[config.mk]
export PLATFORM = sky130hd
export DESIGN_NAME = fifo2linebuf
export DESIGN_NICKNAME = d
export VERILOG_FILES = /design/src/rtl/fifo2linebuf_pkg.sv /design/src/rtl/fifo2linebuf_slot_tracker.sv /design/src/rtl/fifo2linebuf.sv
export SDC_FILE = /design/constraint.sdc
export NUM_CORES = 1
export LEC_CHECK = 0
export BUFFER_PORTS_ARGS = -buffer_cell sky130_fd_sc_hd__buf_2
export CORE_UTILIZATION = 49
export DETAILED_ROUTE_END_ITERATION = 12
export GPL_TIMING_DRIVEN = 0
export HOLD_SLACK_MARGIN = 0.02
export PLACE_DENSITY = 0.76
export SLEW_MARGIN = 10
export SYNTH_ARGS = -nofsm -noshare
export SYNTH_HDL_FRONTEND = slang
export SYNTH_SLANG_ARGS = --single-unit
[constraint.sdc]
create_clock -name clk125 -period 6.2 [get_ports clk125]
set_input_delay 0.31 -clock clk125 [delete_from_list [all_inputs] [get_ports clk125]]
set_output_delay 0.31 -clock clk125 [all_outputs]
set_load 0.01 [all_outputs]
[src/rtl/fifo2linebuf_pkg.sv]
// Shared definitions for the video FIFO to line buffer bridge: word field
// positions, parameter defaults and segment FSM state encodings.
package fifo2linebuf_pkg;

    localparam int XHALF_BIT = 27;
    localparam int Y_MSB     = 26;
    localparam int Y_LSB     = 16;
    localparam int PIX_MSB   = 15;

    // Segment key is {x_half, y}
    localparam int KEY_W = XHALF_BIT - Y_LSB + 1;

    localparam int PIX_PER_SEG_DEF = 640;
    localparam int IDX_W_DEF       = 10;
    localparam int SLOT_W_DEF      = 2;

    typedef enum logic {
        IDLE = 1'b0,
        RUN  = 1'b1
    } seg_state_t;

endpackage

[src/rtl/fifo2linebuf_slot_tracker.sv]
// Per-slot completion tracking: half_done/full flags, release-versus-set
// arbitration and generation of the line_ready pulse.
module linebuf_slot_tracker #(
    parameter int SLOT_W = 2
) (
    input  logic              clk125,
    input  logic              sys_rst,
    input  logic              slot_release,
    input  logic [SLOT_W-1:0] release_slot,
    input  logic [SLOT_W-1:0] q_slot,
    output logic              q_full,
    input  logic              set_vld,
    input  logic [SLOT_W-1:0] set_slot,
    input  logic              set_half,
    input  logic [10:0]       set_y,
    output logic              line_ready,
    output logic [10:0]       line_y
);

    localparam int NSLOT = 1 << SLOT_W;

    logic [NSLOT-1:0][1:0] half_done;
    logic [NSLOT-1:0]      full;
    logic [NSLOT-1:0][1:0] eff_half;
    logic [NSLOT-1:0]      eff_full;
    logic                  other_done;

    // Flags as seen after this cycle's release, so a release in the same
    // cycle as a word for that slot clears it before the word is judged
    always_comb begin
        eff_half = half_done;
        eff_full = full;
        if (slot_release) begin
            eff_half[release_slot] = 2'b00;
            eff_full[release_slot] = 1'b0;
        end
        q_full     = eff_full[q_slot];
        other_done = eff_half[set_slot][~set_half];
    end

    // Flag state update and line completion pulse
    always_ff @(posedge clk125 or posedge sys_rst) begin
        if (sys_rst) begin
            half_done  <= '0;
            full       <= '0;
            line_ready <= 1'b0;
            line_y     <= '0;
        end else begin
            for (int i = 0; i < NSLOT; i++) begin
                half_done[i] <= eff_half[i];
                full[i]      <= eff_full[i];
                if (set_vld && (set_slot == SLOT_W'(i))) begin
                    half_done[i][set_half] <= 1'b1;
                    if (other_done)
                        full[i] <= 1'b1;
                end
            end
            line_ready <= set_vld && other_done;
            if (set_vld && other_done)
                line_y <= set_y;
        end
    end

endmodule

[src/rtl/fifo2linebuf.sv]
// Pops video words from the receive FIFO, tracks half-line segments keyed
// by {x_half, y}, writes pixels into the slotted line RAM and reports
// completed lines to the scan-out side.
module fifo2linebuf
    import fifo2linebuf_pkg::*;
#(
    parameter int PIX_PER_SEG = PIX_PER_SEG_DEF,
    parameter int IDX_W       = IDX_W_DEF,
    parameter int SLOT_W      = SLOT_W_DEF,
    parameter int ADDR_W      = SLOT_W + 1 + IDX_W
) (
    input  logic              clk125,
    input  logic              sys_rst,
    input  logic              fifo_empty,
    output logic              fifo_rd_en,
    input  logic [28:0]       fifo_dout,
    output logic              ram_we,
    output logic [ADDR_W-1:0] ram_addr,
    output logic [15:0]       ram_wdata,
    output logic              line_ready,
    output logic [10:0]       line_y,
    input  logic              slot_release,
    input  logic [SLOT_W-1:0] release_slot,
    output logic              drop,
    output logic              seg_err
);

    logic              rd_v;
    seg_state_t        state, state_nxt;
    logic [KEY_W-1:0]  cur_key, cur_key_nxt;
    logic [KEY_W-1:0]  closed_key, closed_key_nxt;
    logic              closed_valid, closed_valid_nxt;
    logic [IDX_W-1:0]  idx, idx_nxt, wr_idx;
    logic              wr, drop_nxt, seg_err_nxt, set_vld, q_full;

    logic [KEY_W-1:0]  key;
    logic              x_half;
    logic [10:0]       y;
    logic [SLOT_W-1:0] slot;
    logic [15:0]       pix;
    logic              unused_rsvd;

    assign key         = fifo_dout[XHALF_BIT:Y_LSB];
    assign x_half      = fifo_dout[XHALF_BIT];
    assign y           = fifo_dout[Y_MSB:Y_LSB];
    assign slot        = fifo_dout[Y_LSB+SLOT_W-1:Y_LSB];
    assign pix         = fifo_dout[PIX_MSB:0];
    assign unused_rsvd = fifo_dout[28];

    // No backpressure: pop whenever the FIFO has data and reset is released
    assign fifo_rd_en = !fifo_empty && !sys_rst;

    // FIFO read data is valid one cycle after the pop
    always_ff @(posedge clk125 or posedge sys_rst) begin
        if (sys_rst)
            rd_v <= 1'b0;
        else
            rd_v <= fifo_rd_en;
    end

    linebuf_slot_tracker #(
        .SLOT_W(SLOT_W)
    ) u_tracker (
        .clk125      (clk125),
        .sys_rst     (sys_rst),
        .slot_release(slot_release),
        .release_slot(release_slot),
        .q_slot      (slot),
        .q_full      (q_full),
        .set_vld     (set_vld),
        .set_slot    (slot),
        .set_half    (x_half),
        .set_y       (y),
        .line_ready  (line_ready),
        .line_y      (line_y)
    );

    // Segment FSM: classify each word as drop, continuation or new segment
    always_comb begin
        state_nxt        = state;
        cur_key_nxt      = cur_key;
        closed_key_nxt   = closed_key;
        closed_valid_nxt = closed_valid;
        idx_nxt          = idx;
        wr               = 1'b0;
        wr_idx           = idx;
        drop_nxt         = 1'b0;
        seg_err_nxt      = 1'b0;
        set_vld          = 1'b0;
        if (rd_v) begin
            if (q_full) begin
                drop_nxt = 1'b1;
            end else if ((state == IDLE) && closed_valid && (key == closed_key)) begin
                drop_nxt = 1'b1;
            end else if ((state == RUN) && (key == cur_key)) begin
                wr      = 1'b1;
                wr_idx  = idx;
                idx_nxt = idx + 1'b1;
            end else begin
                seg_err_nxt = (state == RUN);
                cur_key_nxt = key;
                wr          = 1'b1;
                wr_idx      = '0;
                idx_nxt     = IDX_W'(1);
                state_nxt   = RUN;
            end
            // The last pixel closes the segment before idx can overflow
            if (wr && (wr_idx == IDX_W'(PIX_PER_SEG - 1))) begin
                set_vld          = 1'b1;
                closed_key_nxt   = key;
                closed_valid_nxt = 1'b1;
                state_nxt        = IDLE;
                idx_nxt          = '0;
            end
        end
    end

    // FSM state and registered RAM write / status outputs
    always_ff @(posedge clk125 or posedge sys_rst) begin
        if (sys_rst) begin
            state        <= IDLE;
            cur_key      <= '0;
            closed_key   <= '0;
            closed_valid <= 1'b0;
            idx          <= '0;
            ram_we       <= 1'b0;
            ram_addr     <= '0;
            ram_wdata    <= '0;
            drop         <= 1'b0;
            seg_err      <= 1'b0;
        end else begin
            state        <= state_nxt;
            cur_key      <= cur_key_nxt;
            closed_key   <= closed_key_nxt;
            closed_valid <= closed_valid_nxt;
            idx          <= idx_nxt;
            ram_we       <= wr;
            ram_addr     <= {slot, x_half, wr_idx};
            ram_wdata    <= pix;
            drop         <= drop_nxt;
            seg_err      <= seg_err_nxt;
        end
    end

endmodule

* Yosys cells after proc, flatten, opt, wreduce, memory -nomap -nowiden
Index checks and enable logic that the tools add are counted.
** Cells by class
- Add/subtract/negate cells :: 1
- Magnitude comparators :: 6
- Eq/ne operators :: 9
- Mux-type cells :: 52
- Bitwise operators :: 13
- Reduce and logical (&&, ||, !) cells :: 19
** Operators with widths (number)
- $mux 10 :: 9
- $mux 1 :: 30
- $eq 12x12->1 :: 2
- $logic_and 1x1->1 :: 12
- $mux 2 :: 6
- $add 10x1->10 const B :: 1
- $eq 10x10->1 const B :: 1
- $and 8x8->8 :: 1
- $mux 8 :: 1
- $not 8->8 :: 1
- $or 2x2->2 :: 4
- $reduce_and 4->1 :: 2
- $lt 2x3->1 const B :: 2
- $ne 2x1->1 const B :: 3
- $not 1->1 :: 5
- $and 4x4->4 :: 1
- $bmux 2 s2 :: 1
- $demux 2 s2 :: 1
- $eq 2x2->1 const B :: 2
- $lt 1x2->1 const B :: 2
- $mux 4 :: 1
- $not 4->4 :: 1
- $reduce_and 3->1 :: 1
- $bmux 1 s2 :: 1
- other kinds (8) :: 9
** Storage, ports and cells
- Register bits after elaboration :: 93
- Bits of input ports :: 35
- Output and inout bits :: 45
- Word-level logic and storage cells :: 118

* Depth between registers and ports, before layout
Gate-level depths: netlist of run 1.
- Depth in word-level cells :: 17
- Mapped depth :: 10
- Depth with buffers taken out :: 7

* Modules after synthesis
A second synthesis of run 1 with hierarchy kept.
** Unflattened totals
- Cell total of the unflattened synthesis :: 291
- Area total of the unflattened synthesis :: 3834.9 um^2
** By module, submodules not included
- fifo2linebuf :: times used 1, cells each 202, area each 2757.6 um^2, sequential area each 1726.7 um^2
- linebuf_slot_tracker :: times used 1, cells each 89, area each 1077.3 um^2, sequential area each 600.6 um^2

* Least setup slack after synthesis of run 1
No wires, ideal clock.
- Kind :: in2reg
- Start point :: input port fifo_dout[16]
- End point :: register u_tracker.line_y[0]
- Library setup time :: 125 ps
- Arrival time :: 2649 ps
- Data required time :: 6075 ps
- Setup slack :: 3426 ps
- Stages :: 10
- Path buffers :: 4
- Cell sequence :: buf_2 -> mux2_2 -> o211ai_1 -> nand4_2 -> buf_6 -> or4_4 -> buf_6 -> or3b_4 -> buf_6 -> mux2_4
** Between the ends
- Cells in the longest elaborated chain, start to end :: 11
- Elaborated cells between the ends (all ways) :: 22
- Classes of those cells :: 3 x eq/ne; 15 x mux; 4 x reduce/logical
** Ends and longest elaborated chain
- from (decl) :: RTL line fifo2linebuf.sv:16 : input logic [28:0] fifo_dout,
- $eq 12x12->1 :: RTL line fifo2linebuf.sv:95 : end else if ((state == RUN) && (key == cur_key)) begin
- $logic_and 1x1->1 :: RTL line fifo2linebuf.sv:95
- $mux 10 :: RTL line fifo2linebuf.sv:95
- $mux 10 :: RTL line fifo2linebuf.sv:93 : end else if ((state == IDLE) && closed_valid && (key == closed_key)) begin
- $mux 10 :: RTL line fifo2linebuf.sv:91 : if (q_full) begin
- $mux 10 :: RTL line fifo2linebuf.sv:90 : if (rd_v) begin
- $eq 10x10->1 :: RTL line fifo2linebuf.sv:108 : if (wr && (wr_idx == IDX_W'(PIX_PER_SEG - 1))) begin
- $logic_and 1x1->1 :: RTL line fifo2linebuf.sv:108
- $mux 1 :: RTL line fifo2linebuf.sv:108
- $mux 1 :: RTL line fifo2linebuf.sv:90
- $logic_and 1x1->1 :: RTL line fifo2linebuf_slot_tracker.sv:59 : if (set_vld && other_done)
- to (signal assigned) :: RTL line fifo2linebuf_slot_tracker.sv:60 : line_y <= set_y;
- to (decl) :: RTL line fifo2linebuf_slot_tracker.sv:17 : output logic [10:0] line_y
Several ways; a longest one is shown, not always the timed one. The select of a mux whose other input is x is not followed.
A chain may end at the register's enable or synchronous reset.

* Final worst setup path of run 1
- Start point :: register cur_key[11]
- End point :: register cur_key[3]
** Between the ends
- Cells in the longest elaborated chain, start to end :: 4
** Ends and longest elaborated chain
- from (decl) :: RTL line fifo2linebuf.sv:30 : logic [KEY_W-1:0] cur_key, cur_key_nxt;
- from (signal assigned) :: RTL line fifo2linebuf.sv:133 : cur_key <= cur_key_nxt;
- $eq 12x12->1 :: RTL line fifo2linebuf.sv:95
- $logic_and 1x1->1 :: RTL line fifo2linebuf.sv:95
- $not 1->1 (no line)
- $reduce_and 4->1 (no line)
No other way between the ends.

==> run summary, run 1 <==
RSZ-0062 raised after global routing -> false
syn nets -> 342
die height -> 90.9 um
worst path cell trace -> xor2_1 -> or4b_2 -> nor4_1 -> nor2_1 -> clkbuf_1 -> mux2_2
area of the die -> 0.00827 mm^2
Worst Hold Depth -> 1
initial antenna violation count -> 0
Final Skew -> 0.0118 ns
max-slew violation count -> 0
via count -> 2590
Cells after DPL -> 487
count of final setup violators -> 0
Crit. End Element -> flip-flop
outcome -> completed
Synth Instances -> 306
Core ar. -> 0.00769 mm^2
Nets -> 433
I/O Buffers -> 78
CTS Sinks -> 93
Clock Tree Root -> clkbuf_8
post_cts resized -> 0
data required time of the worst path -> 6.44 ns
Distinct cells, synth -> 42
final core area utilization -> 60.7%
Die W -> 90.9 um
CTS clk-pin slew, worst paths -> 0.09 ns
vias in the first global route -> 2581
Avg Inst Size Synth -> 12.7 um^2
layout cells sized above 1 -> 35.8%
largest net degree at the start of global routing -> 55
relative slew slack -> 49.4%
FF+latch count, synth -> 93
total power density per cell area -> 255 mW/mm^2
worst slack, placed -> 3.08 ns
Slew @ Worst Pin -> 0.749 ns
1st-iter DRT viols -> 98
final cycle utilization of the critical path -> 46.3%
Final Hold Viols -> 0
WL/cell -> 14.5 um
max_cap viols -> 0
io pins -> 80
reg2reg setup slack -> 3.33 ns
Syn-to-layout area delta -> 20.4%
Synth top area share -> 60.0%
H-tree level count -> 3
Crit Path Max Fanout -> 10
Seq/Total Area, Yosys -> 60.0%
number of flops mapped to enable cells by yosys -> 0
CTS tree -> done
setup TNS -> 0 ns
number of antenna diodes -> 0
drt pass-1 iters -> 4
Setup WS post-layout -> 3.33 ns
Tot Pwr -> 0.00119 W
Worst Setup SP -> cur_key[11]
Yosys top cell by area -> dfrtp_1
Cell Rows -> 32
Routed Antenna Nets -> 0
CTS max path bufs -> 2
GRT Resource Usage Total -> 19.3%
total CTS buffers -> 9
Final Routed Wirelength -> 7290 um
first-pass GRT wire length -> 12400 um
WP data arrival -> 3.11 ns
Initial Utilization -> 50.4%
Via-to-Cell Ratio -> 5.14
Ys Warns -> 0
Period minus WS final -> 2.87 ns
Max Clock Freq -> 348 MHz
CP Class -> reg -> reg
routability cong. -> 0.824
worst hold start -> fifo_dout[6]
hpwl dp -> 5140 um
Post-Syn Area -> 0.00388 mm^2
Remaining Overflow, GRT -> 0
residual DRC count -> 0
worst vdd ir -> 0.158 mV
HP Class -> in -> reg
largest cells by area after synthesis -> dfrtp_1, mux2_2, xnor2_1
most frequent cells in the layout -> dfrtp_1, buf_2, xnor2_1, mux2_2, nand2_1
Clk Latency, worst-skew pair -> 0.36 ns
Reg-to-Reg Start -> cur_key[11]
Largest stage delay, worst path -> 0.72 ns
commonest non-fill, non-tap cell in the layout -> dfrtp_1
asr flop ratio synth -> 100%
CP Launch Type -> flip-flop
Synth Flop Type -> dfrtp_1
r2r worst-path depth -> 6
Crit-path slowest cell -> or4b_2
Leak -> 2.25 nW
final cell count without fillers -> 504
[worst paths after layout]
check,end
min in group asynchronous,u_tracker.line_ready
max,cur_key[3]
min reg2reg,u_tracker.half_done[3]
max reg2reg,cur_key[3]
min,ram_wdata[6]
max in group asynchronous,idx[1]
[state kept, by name, summed over array words and instances (netlist names), 4 cells and up]
signal	cells
ram_wdata	16
u_tracker.full	4
cur_key	12
ram_addr	13
closed_key	12
u_tracker.line_y	11
idx	10
u_tracker.half_done	8
[synthesized netlist by cell type (all sizes together) (2+ instances only)]
cell	number
dfrtp	93
mux2	35
xnor2	24
nand2	21
nand3	17
o21ai	16
nor2	12
nor2b	10
xor2	9
nor3	8
clkbuf	7
nor4	6
buf	5
inv	4
nand4	4
nor3b	4
o211ai	4
nand3b	3
or2	3
or3b	3
and3	2
nand2b	2
o21a	2
or4	2
[cell families (layout without fill, tap and decap cells)]
family	Yosys count	after routing	share of synthesized area [%]
AO/OA/AOI/OAI	26	26	3.94
XOR/XNOR	33	33	7.46
adder cells (fa/ha/maj)	1	1	0.323
buffers and inverters	16	112	2.19
flip-flops	93	93	60.0
multiplexers	36	36	11.4
AND/OR/NAND/NOR	101	101	14.7
[metal layers]
metal  part of all wire, %  track usage (%)
met5                     0                0
met4                   1.8             8.60
met3                   4.1             3.27
met2                    48             31.7
met1                    46             25.4
[worst max-delay path: cells and delay by family (launching register included)]
kind / cells / cell delay (ns)
buffers and inverters: 1 / 0.35
multiplexers: 1 / 0.37
XOR/XNOR: 1 / 0.15
AND/OR/NAND/NOR: 3 / 1.50
flip-flops: 1 / 0.39
[power breakdown]
group	leakage (nW)	total [W]	switching (W)	internal, W
clock	0.116	0.000454	0.000204	0.000250
sequential	1.21	0.000634	0.00000915	0.000625
combinational	0.925	0.000101	0.0000575	0.0000436
total	2.25	0.00119	0.000271	0.000918
[cell type report]
class,count,area (um^2)
buffer,12,70.1
clock buffer,11,151
fill,646,3020
clock inverter,5,81.3
tap,102,128
timing repair buffer,80,428
inverter,4,17.5
sequential,93,2330
multi-input combinational,197,1460
[stage by stage]
step | hold WS [ns] | cell area, um^2
final | 0.0563 | 4670
after global routing | 0.0430 | 4670
after detailed placement | 0.392 | 4420
after global placement | 0.420 | 4390
after floorplan | 0.341 | 3880
after CTS | 0.0470 | 4670
[repair_timing]
item	4_1_cts	5_1_grt
endpoints found under the hold margin	37	0
endpoints found under the setup margin	0	0
buffers inserted	0	0
hold buffers	1	0
Note: power is estimated with default switching activity, not from simulation.
==> run 2, diff against run 1 <==
ABC_AREA = 1   (was default)
PLACE_DENSITY = 0.75   (was 0.76)
clock period = 3 ns   (was 6.2 ns; I/O delays follow)
==> run 2 against run 1 <==
Routed wire length grew 25%. Count of clock-buffer cells in the layout is the same. Combinational power grew 140%. Via count grew 33%. Worst setup slack lost 3.0 ns. Critical endpoint is now u_tracker.line_y[10]. Largest cell class unchanged.
==> run summary, run 2 <==
post_cts resized -> 0 (unchanged)
Post-CTS Setup Bufs -> 0 (unchanged)
WP data arrival -> 2.94 ns (-0.17 ns)
routability cong. -> 0.887 (+7.6%)
Via-to-Cell Ratio -> 4.88 (-5.0%)
io pins -> 80 (unchanged)
Final Hold Viols -> 0 (unchanged)
Core ar. -> 0.00789 mm^2 (+2.6%)
cts hold-fix bufs -> 21 (+20)
Initial Utilization -> 51.5% (+1.1 points)
FF+latch count, synth -> 93 (unchanged)
Comb pwr share -> 9.7% (+1.2 points)
most frequent cells in the layout -> nand2_1, dfrtp_1, buf_2, inv_1, nand3_1
largest cells by area after synthesis -> dfrtp_1, nand2_1, nand3_1
Crit. End Element -> flip-flop
Final Routed Wirelength -> 9100 um (+25%)
Cells after DPL -> 669 (+37%)
syn nets -> 524 (+53%)
Worst path top cell family by delay -> buffers and inverters
first-pass GRT wire length -> 15500 um (+26%)
number of flops mapped to enable cells by yosys -> 0 (unchanged)
RSZ-0062 raised after global routing -> false
Post-Syn Area -> 0.00407 mm^2 (+4.9%)
worst path cell trace -> dlygate4sd3_1 -> buf_2 -> buf_2 -> nor2_1 -> nand3_1 -> o211ai_1 -> nor2_1 -> nor2_1 -> clkbuf_1 -> nand3_1 -> nand2_1
Post-synth top cells -> nand2_1, dfrtp_1, inv_1
Die W -> 93.1 um (+2.4%)
Tot Pwr -> 0.00249 W (+110%)
Pint -> 0.00188 W (+100%)
final cell count without fillers -> 706 (+40%)
final cycle utilization of the critical path -> 88.1%
area of the die -> 0.00866 mm^2 (+4.8%)
Largest stage delay, worst path -> 0.59 ns (-0.13 ns)
multi-input combinational cell area -> 0.00141 mm^2 (-3.4%)
die height -> 93.1 um (+2.4%)
Final Skew -> 0.00931 ns (-0.00249 ns)
asr flop ratio synth -> 100% (unchanged)
Clock Tree Root -> clkbuf_8
worst vdd ir -> 0.231 mV (+46%)
Period minus WS final -> 2.64 ns
max-slew violation count -> 0 (unchanged)
CTS Sinks -> 93 (unchanged)
Slew @ Worst Pin -> 0.757 ns (+0.00730 ns)
total CTS buffers -> 9 (unchanged)
relative slew slack -> 49.4% (about the same)
Synth Flop Type -> dfrtp_1
WL/cell -> 12.9 um (-11%)
# fillers -> 670 (+3.7%)
I/O Buffers -> 78 (unchanged)
number of antenna diodes -> 0 (unchanged)
largest registers -> ram_wdata (16), ram_addr (13)
Psw -> 0.000608 W (+120%)
Worst Path Buf+Inv -> 4 (+3)
max_cap viols -> 0 (unchanged)
total power density per cell area -> 493 mW/mm^2 (+94%)
Clk Latency, worst-skew pair -> 0.36 ns (about the same)
Max Clock Freq -> 378 MHz
top-count cell post-synth -> nand2_1
Syn-to-layout area delta -> 24.2%
Routed Antenna Nets -> 0 (unchanged)
GRT Resource Usage Total -> 23.4% (+4.0 points)
Crit Path Max Fanout -> 10 (unchanged)
largest net degree at the start of global routing -> 68 (+24%)
Avg Inst Size Synth -> 8.33 um^2 (-34%)
most used cell, CP -> nor2_1
CTS clk-pin slew, worst paths -> 0.09 ns (about the same)
HP Class -> in -> reg
Synth Instances -> 488 (+59%)
commonest non-fill, non-tap cell in the layout -> nand2_1
vias in the first global route -> 3369 (+31%)
layout cells sized above 1 -> 19.2% (-17 points)
Distinct cells, synth -> 24 (-43%)
count of final setup violators -> 0 (unchanged)
CTS tree -> done
Yosys top cell by area -> dfrtp_1
residual DRC count -> 0 (unchanged)
data required time of the worst path -> 3.30 ns (-3.14 ns)
Nets -> 635 (+47%)
Biggest register -> ram_wdata
max reg flops -> 16 (unchanged)
CP Class -> in -> reg
CP Launch Type -> input pin
H-tree level count -> 3 (unchanged)
CTS max path bufs -> 2 (unchanged)
Remaining Overflow, GRT -> 0 (unchanged)
1st-iter DRT viols -> 176 (+80%)
Seq/Total Area, Yosys -> 57.2% (-2.8 points)
drt pass-1 iters -> 5 (+1)
Synth top area share -> 57.2% (-2.8 points)
outcome -> completed
Crit-path slowest cell -> nor2_1
Leak -> 2.81 nW (+25%)
sequential share of power -> 52.7% (-0.6 points)
Switching Share -> 24.4% (+1.7 points)
clock power share -> 37.5% (-0.7 points)
Reg area -> 0.00233 mm^2 (unchanged)
Cell Rows -> 32 (unchanged)
Ys Warns -> 0 (unchanged)
via count -> 3446 (+33%)
hpwl dp -> 6250 um (+22%)
initial antenna violation count -> 0 (unchanged)
[run 2: cell count changes after synthesis, sizes merged, moves of 7 or more]
cell	delta
nor2	+36
mux2	-35
nor3	-7
xnor2	-23
nor2b	-10
inv	+56
nand2	+155
o21ai	+10
nand3	+36
[run 2: layout make-up]
cell class / count / area share, %
well taps: 102 / 2.53
repair buffers: 100 / 12.4
inverters: 60 / 4.51
flip-flops and latches: 93 / 46.1
clock buffers: 11 / 2.80
multi-input cells: 322 / 28.0
clock inverters: 5 / 1.66
plain buffers: 13 / 1.96
[run 2: path summary, 6_finish.rpt]
path | slack, ns | start | depth (start not counted) | end
max in group asynchronous | 2.02 | sys_rst | 4 | closed_key[9]
min in group asynchronous | 0.36 | sys_rst | 3 | ram_wdata[2]
worst min-delay path | 0.07 | fifo_dout[19] | 3 | closed_key[3]
worst max register to register | 0.91 | closed_key[2] | 11 | cur_key[4]
worst min register to register | 0.46 | closed_valid | 2 | closed_valid
worst max-delay path | 0.36 | fifo_dout[16] | 11 | u_tracker.line_y[10]
[run 2: tightest hold or removal path: cells and delay by family]
| kind | cells | cell delay [ns] |
|---|---|---|
| AO/OA/AOI/OAI | 1 | 0.05 |
| buffers and inverters | 1 | 0.13 |
| AND/OR/NAND/NOR | 1 | 0.06 |
[run 2: per-layer routing]
metal	up-vias	track usage [%]	routed length, um
li1	1728	-	-
met2	109	38.4	4230
met1	1590	30.9	4210
met3	19	3.50	439
met4	0	10.1	221
met5	-	0	0
[run 2: through the flow]
| stage | hold WS, ns | setup slack [ns] | utilization [%] | setup TNS [ns] | cell area (um^2) |
|---|---|---|---|---|---|
| 2_1_floorplan | 0.181 | 0.430 | - | 0 | 4070 |
| 3_3_place_gp | 0.257 | -0.679 | 58.1 | -62.75 | 4580 |
| 3_5_place_dp | 0.196 | 0.658 | 58.5 | 0 | 4610 |
| 4_1_cts | 0.0636 | 0.417 | 64.0 | 0 | 5050 |
| 5_1_grt | 0.0764 | 0.0851 | 64.0 | 0 | 5050 |
| 6_report | 0.0719 | 0.358 | 64.0 | 0 | 5050 |
[run 2: logic make-up (layout without fill, tap and decap cells)]
family          count (synthesis)  after routing  synth area share [%]
simple gates                  286            286                  29.6
buf+inv                        73            189                  7.97
flops                          93             93                  57.2
fa+ha+maj                       1              1                 0.308
xor+xnor                        4              4                 0.862
compound gates                 31             31                  4.00
[run 2: power groups by stage]
stage	sequential [W]	combinational, W	clock, W
floorplan	0.00135	0.000121	0
global placement	0.00134	0.000210	0
detailed placement	0.00134	0.000222	0
CTS	0.00131	0.000244	0.000949
global route	0.00132	0.000277	0.000996
finish	0.00131	0.000242	0.000934
==> run 3, diff against run 2 <==
ABC_AREA = default   (was 1)
GPL_ROUTABILITY_DRIVEN = 0   (was default)
PLACE_DENSITY = 0.76   (was 0.75)
==> run 3 against run 2 <==
Sequential cell count unchanged. Combinational power is 5% lower. Maximum frequency decreased by 4.8%. Final cell count is 26% lower. Critical path depth decreased by 1. Routed wire length fell by 15%. Total power down 1.7%. Die area fell by 4.6%. Utilization down 0.74 points. Sequential power about the same. Register-to-register slack got worse by 0.65 ns. Largest cell class unchanged. Largest power group unchanged.
==> run summary, run 3 (same netlist as run 1, synthesis figures left out) <==
Initial Utilization -> 50.4% (-1.1 points)
Cell Rows -> 32 (unchanged)
io pins -> 80 (unchanged)
met3 usage -> 4.69% (+1.2 points)
residual DRC count -> 0 (unchanged)
placed inst area -> 0.00442 mm^2 (-4.1%)
Final Skew -> 0.00617 ns (-0.00314 ns)
CP Launch Type -> input pin
via count -> 2687 (-22%)
max-slew violation count -> 0 (unchanged)
CTS max path bufs -> 2 (unchanged)
Max Clock Freq -> 360 MHz (-4.8%)
1st-iter DRT viols -> 90 (-49%)
WP data arrival -> 3.01 ns (+0.07 ns)
Cells after DPL -> 487 (-27%)
CP Class -> in -> reg
Via-to-Cell Ratio -> 5.13 (+5.1%)
Slew @ Worst Pin -> 0.688 ns (-0.0686 ns)
most frequent cells in the layout -> dfrtp_1, buf_2, xnor2_1, mux2_2
Remaining Overflow, GRT -> 0 (unchanged)
largest net degree at the start of global routing -> 56 (-18%)
total CTS buffers -> 9 (unchanged)
area of the die -> 0.00827 mm^2 (-4.6%)
Leak -> 2.33 nW (-17%)
CTS clk-pin slew, worst paths -> 0.09 ns (about the same)
vias in the first global route -> 2804 (-17%)
CTS tree -> done
busiest grt layer -> met2
die height -> 90.9 um (-2.3%)
final core area utilization -> 63.3% (-0.74 points)
data required time of the worst path -> 3.24 ns (-0.06 ns)
I/O Buffers -> 78 (unchanged)
relative slew slack -> 53.6% (+4.2 points)
drt pass-1 iters -> 4 (-1)
RSZ-0062 raised after global routing -> false
max_cap viols -> 0 (unchanged)
Clk Latency, worst-skew pair -> 0.35 ns (about the same)
Core ar. -> 0.00769 mm^2 (-2.5%)
Crit. End Element -> flip-flop
max reg flops -> 16 (unchanged)
Post-CTS Setup Bufs -> 0 (unchanged)
Final Routed Wirelength -> 7750 um (-15%)
Biggest register -> ram_wdata
Clock Tree Root -> clkbuf_8
Final Hold Viols -> 0 (unchanged)
count of final setup violators -> 0 (unchanged)
outcome -> completed
Crit Path Max Fanout -> 10 (unchanged)
H-tree level count -> 3 (unchanged)
setup TNS -> 0 ns (unchanged)
worst vdd ir -> 0.201 mV (-13%)
largest registers -> ram_wdata (16), ram_addr (13)
Nets -> 453 (-29%)
layout cells sized above 1 -> 34.4% (+15 points)
met1 GRT Util -> 27.2% (-3.8 points)
GRT met2 Usage -> 33.0% (-5.4 points)
first-pass GRT wire length -> 13300 um (-14%)
Tot Pwr -> 0.00245 W (-1.7%)
commonest non-fill, non-tap cell in the layout -> dfrtp_1
initial antenna violation count -> 0 (unchanged)
HP Class -> in -> reg
final cell count without fillers -> 524 (-26%)
Period minus WS final -> 2.78 ns (+0.134 ns)
# fillers -> 614 (-8.4%)
Die W -> 90.9 um (-2.3%)
number of antenna diodes -> 0 (unchanged)
CTS Sinks -> 93 (unchanged)
GRT Resource Usage Total -> 20.5% (-2.9 points)
final cycle utilization of the critical path -> 92.5% (+4.5 points)
total power density per cell area -> 503 mW/mm^2 (+2.0%)
Routed Antenna Nets -> 0 (unchanged)
WL/cell -> 14.8 um (+15%)
hpwl dp -> 5200 um (-17%)
Syn-to-layout area delta -> 25.5%
design area -> 0.00486 mm^2 (-3.7%)
run 3: per-layer routing:
layer / vias up / part of all wire (%)
li1: 1282 / -
met1: 1308 / 44
met4: 0 / 1.7
met3: 16 / 5.2
met2: 81 / 49
met5: - / 0
run 3: critical path, stage by stage:
cell,delay [ns]
dlygate4sd3_1,0.53
buf_2,0.17
xor2_1,0.16
nor4_1,0.29
nand4_1,0.17
or4_4,0.50
buf_6,0.16
or3b_4,0.39
buf_6,0.18
mux2_4,0.31
run 3: power by group:
part | switching (W) | internal [W]
sequential | 0.0000209 | 0.00129
combinational | 0.000124 | 0.000107
clock | 0.000429 | 0.000473
run 3: worst paths after layout:
check	startpoint	to	slack [ns]	depth (start not counted)
worst min register to register	closed_valid	closed_valid	0.48	1
worst min-delay path	fifo_dout[26]	cur_key[10]	0.10	2
max in group asynchronous	sys_rst	cur_key[4]	1.96	4
worst max register to register	u_tracker.full[2]	u_tracker.line_y[10]	0.26	9
worst max-delay path	fifo_dout[17]	u_tracker.line_y[10]	0.22	10
min in group asynchronous	sys_rst	drop	0.41	3
run 3: repair_timing:
item                                    CTS  global route
hold endpoints to repair                 58             0
gates resized for setup                   0             1
endpoints found under the setup margin    0            10
hold buffers                             21             0
run 3: area by class of cell:
type                       instances  area [um^2]  area share, %
buffer                            12         70.1           1.44
clock buffer                       9          124           2.55
clock inverter                     7         98.8           2.03
inverter                           4         17.5          0.360
multi-input combinational        197         1470           30.2
sequential                        93         2330           47.9
tap                              102          128           2.62
timing repair buffer             100          628           12.9
run 3: metrics by stage:
step | setup slack (ns) | hold WS (ns)
floorplan | 0.386 | 0.181
global placement | -0.534 | 0.260
detailed placement | 0.0754 | 0.234
CTS | 0.0989 | 0.0930
global route | 0.102 | 0.103
finish | 0.224 | 0.105
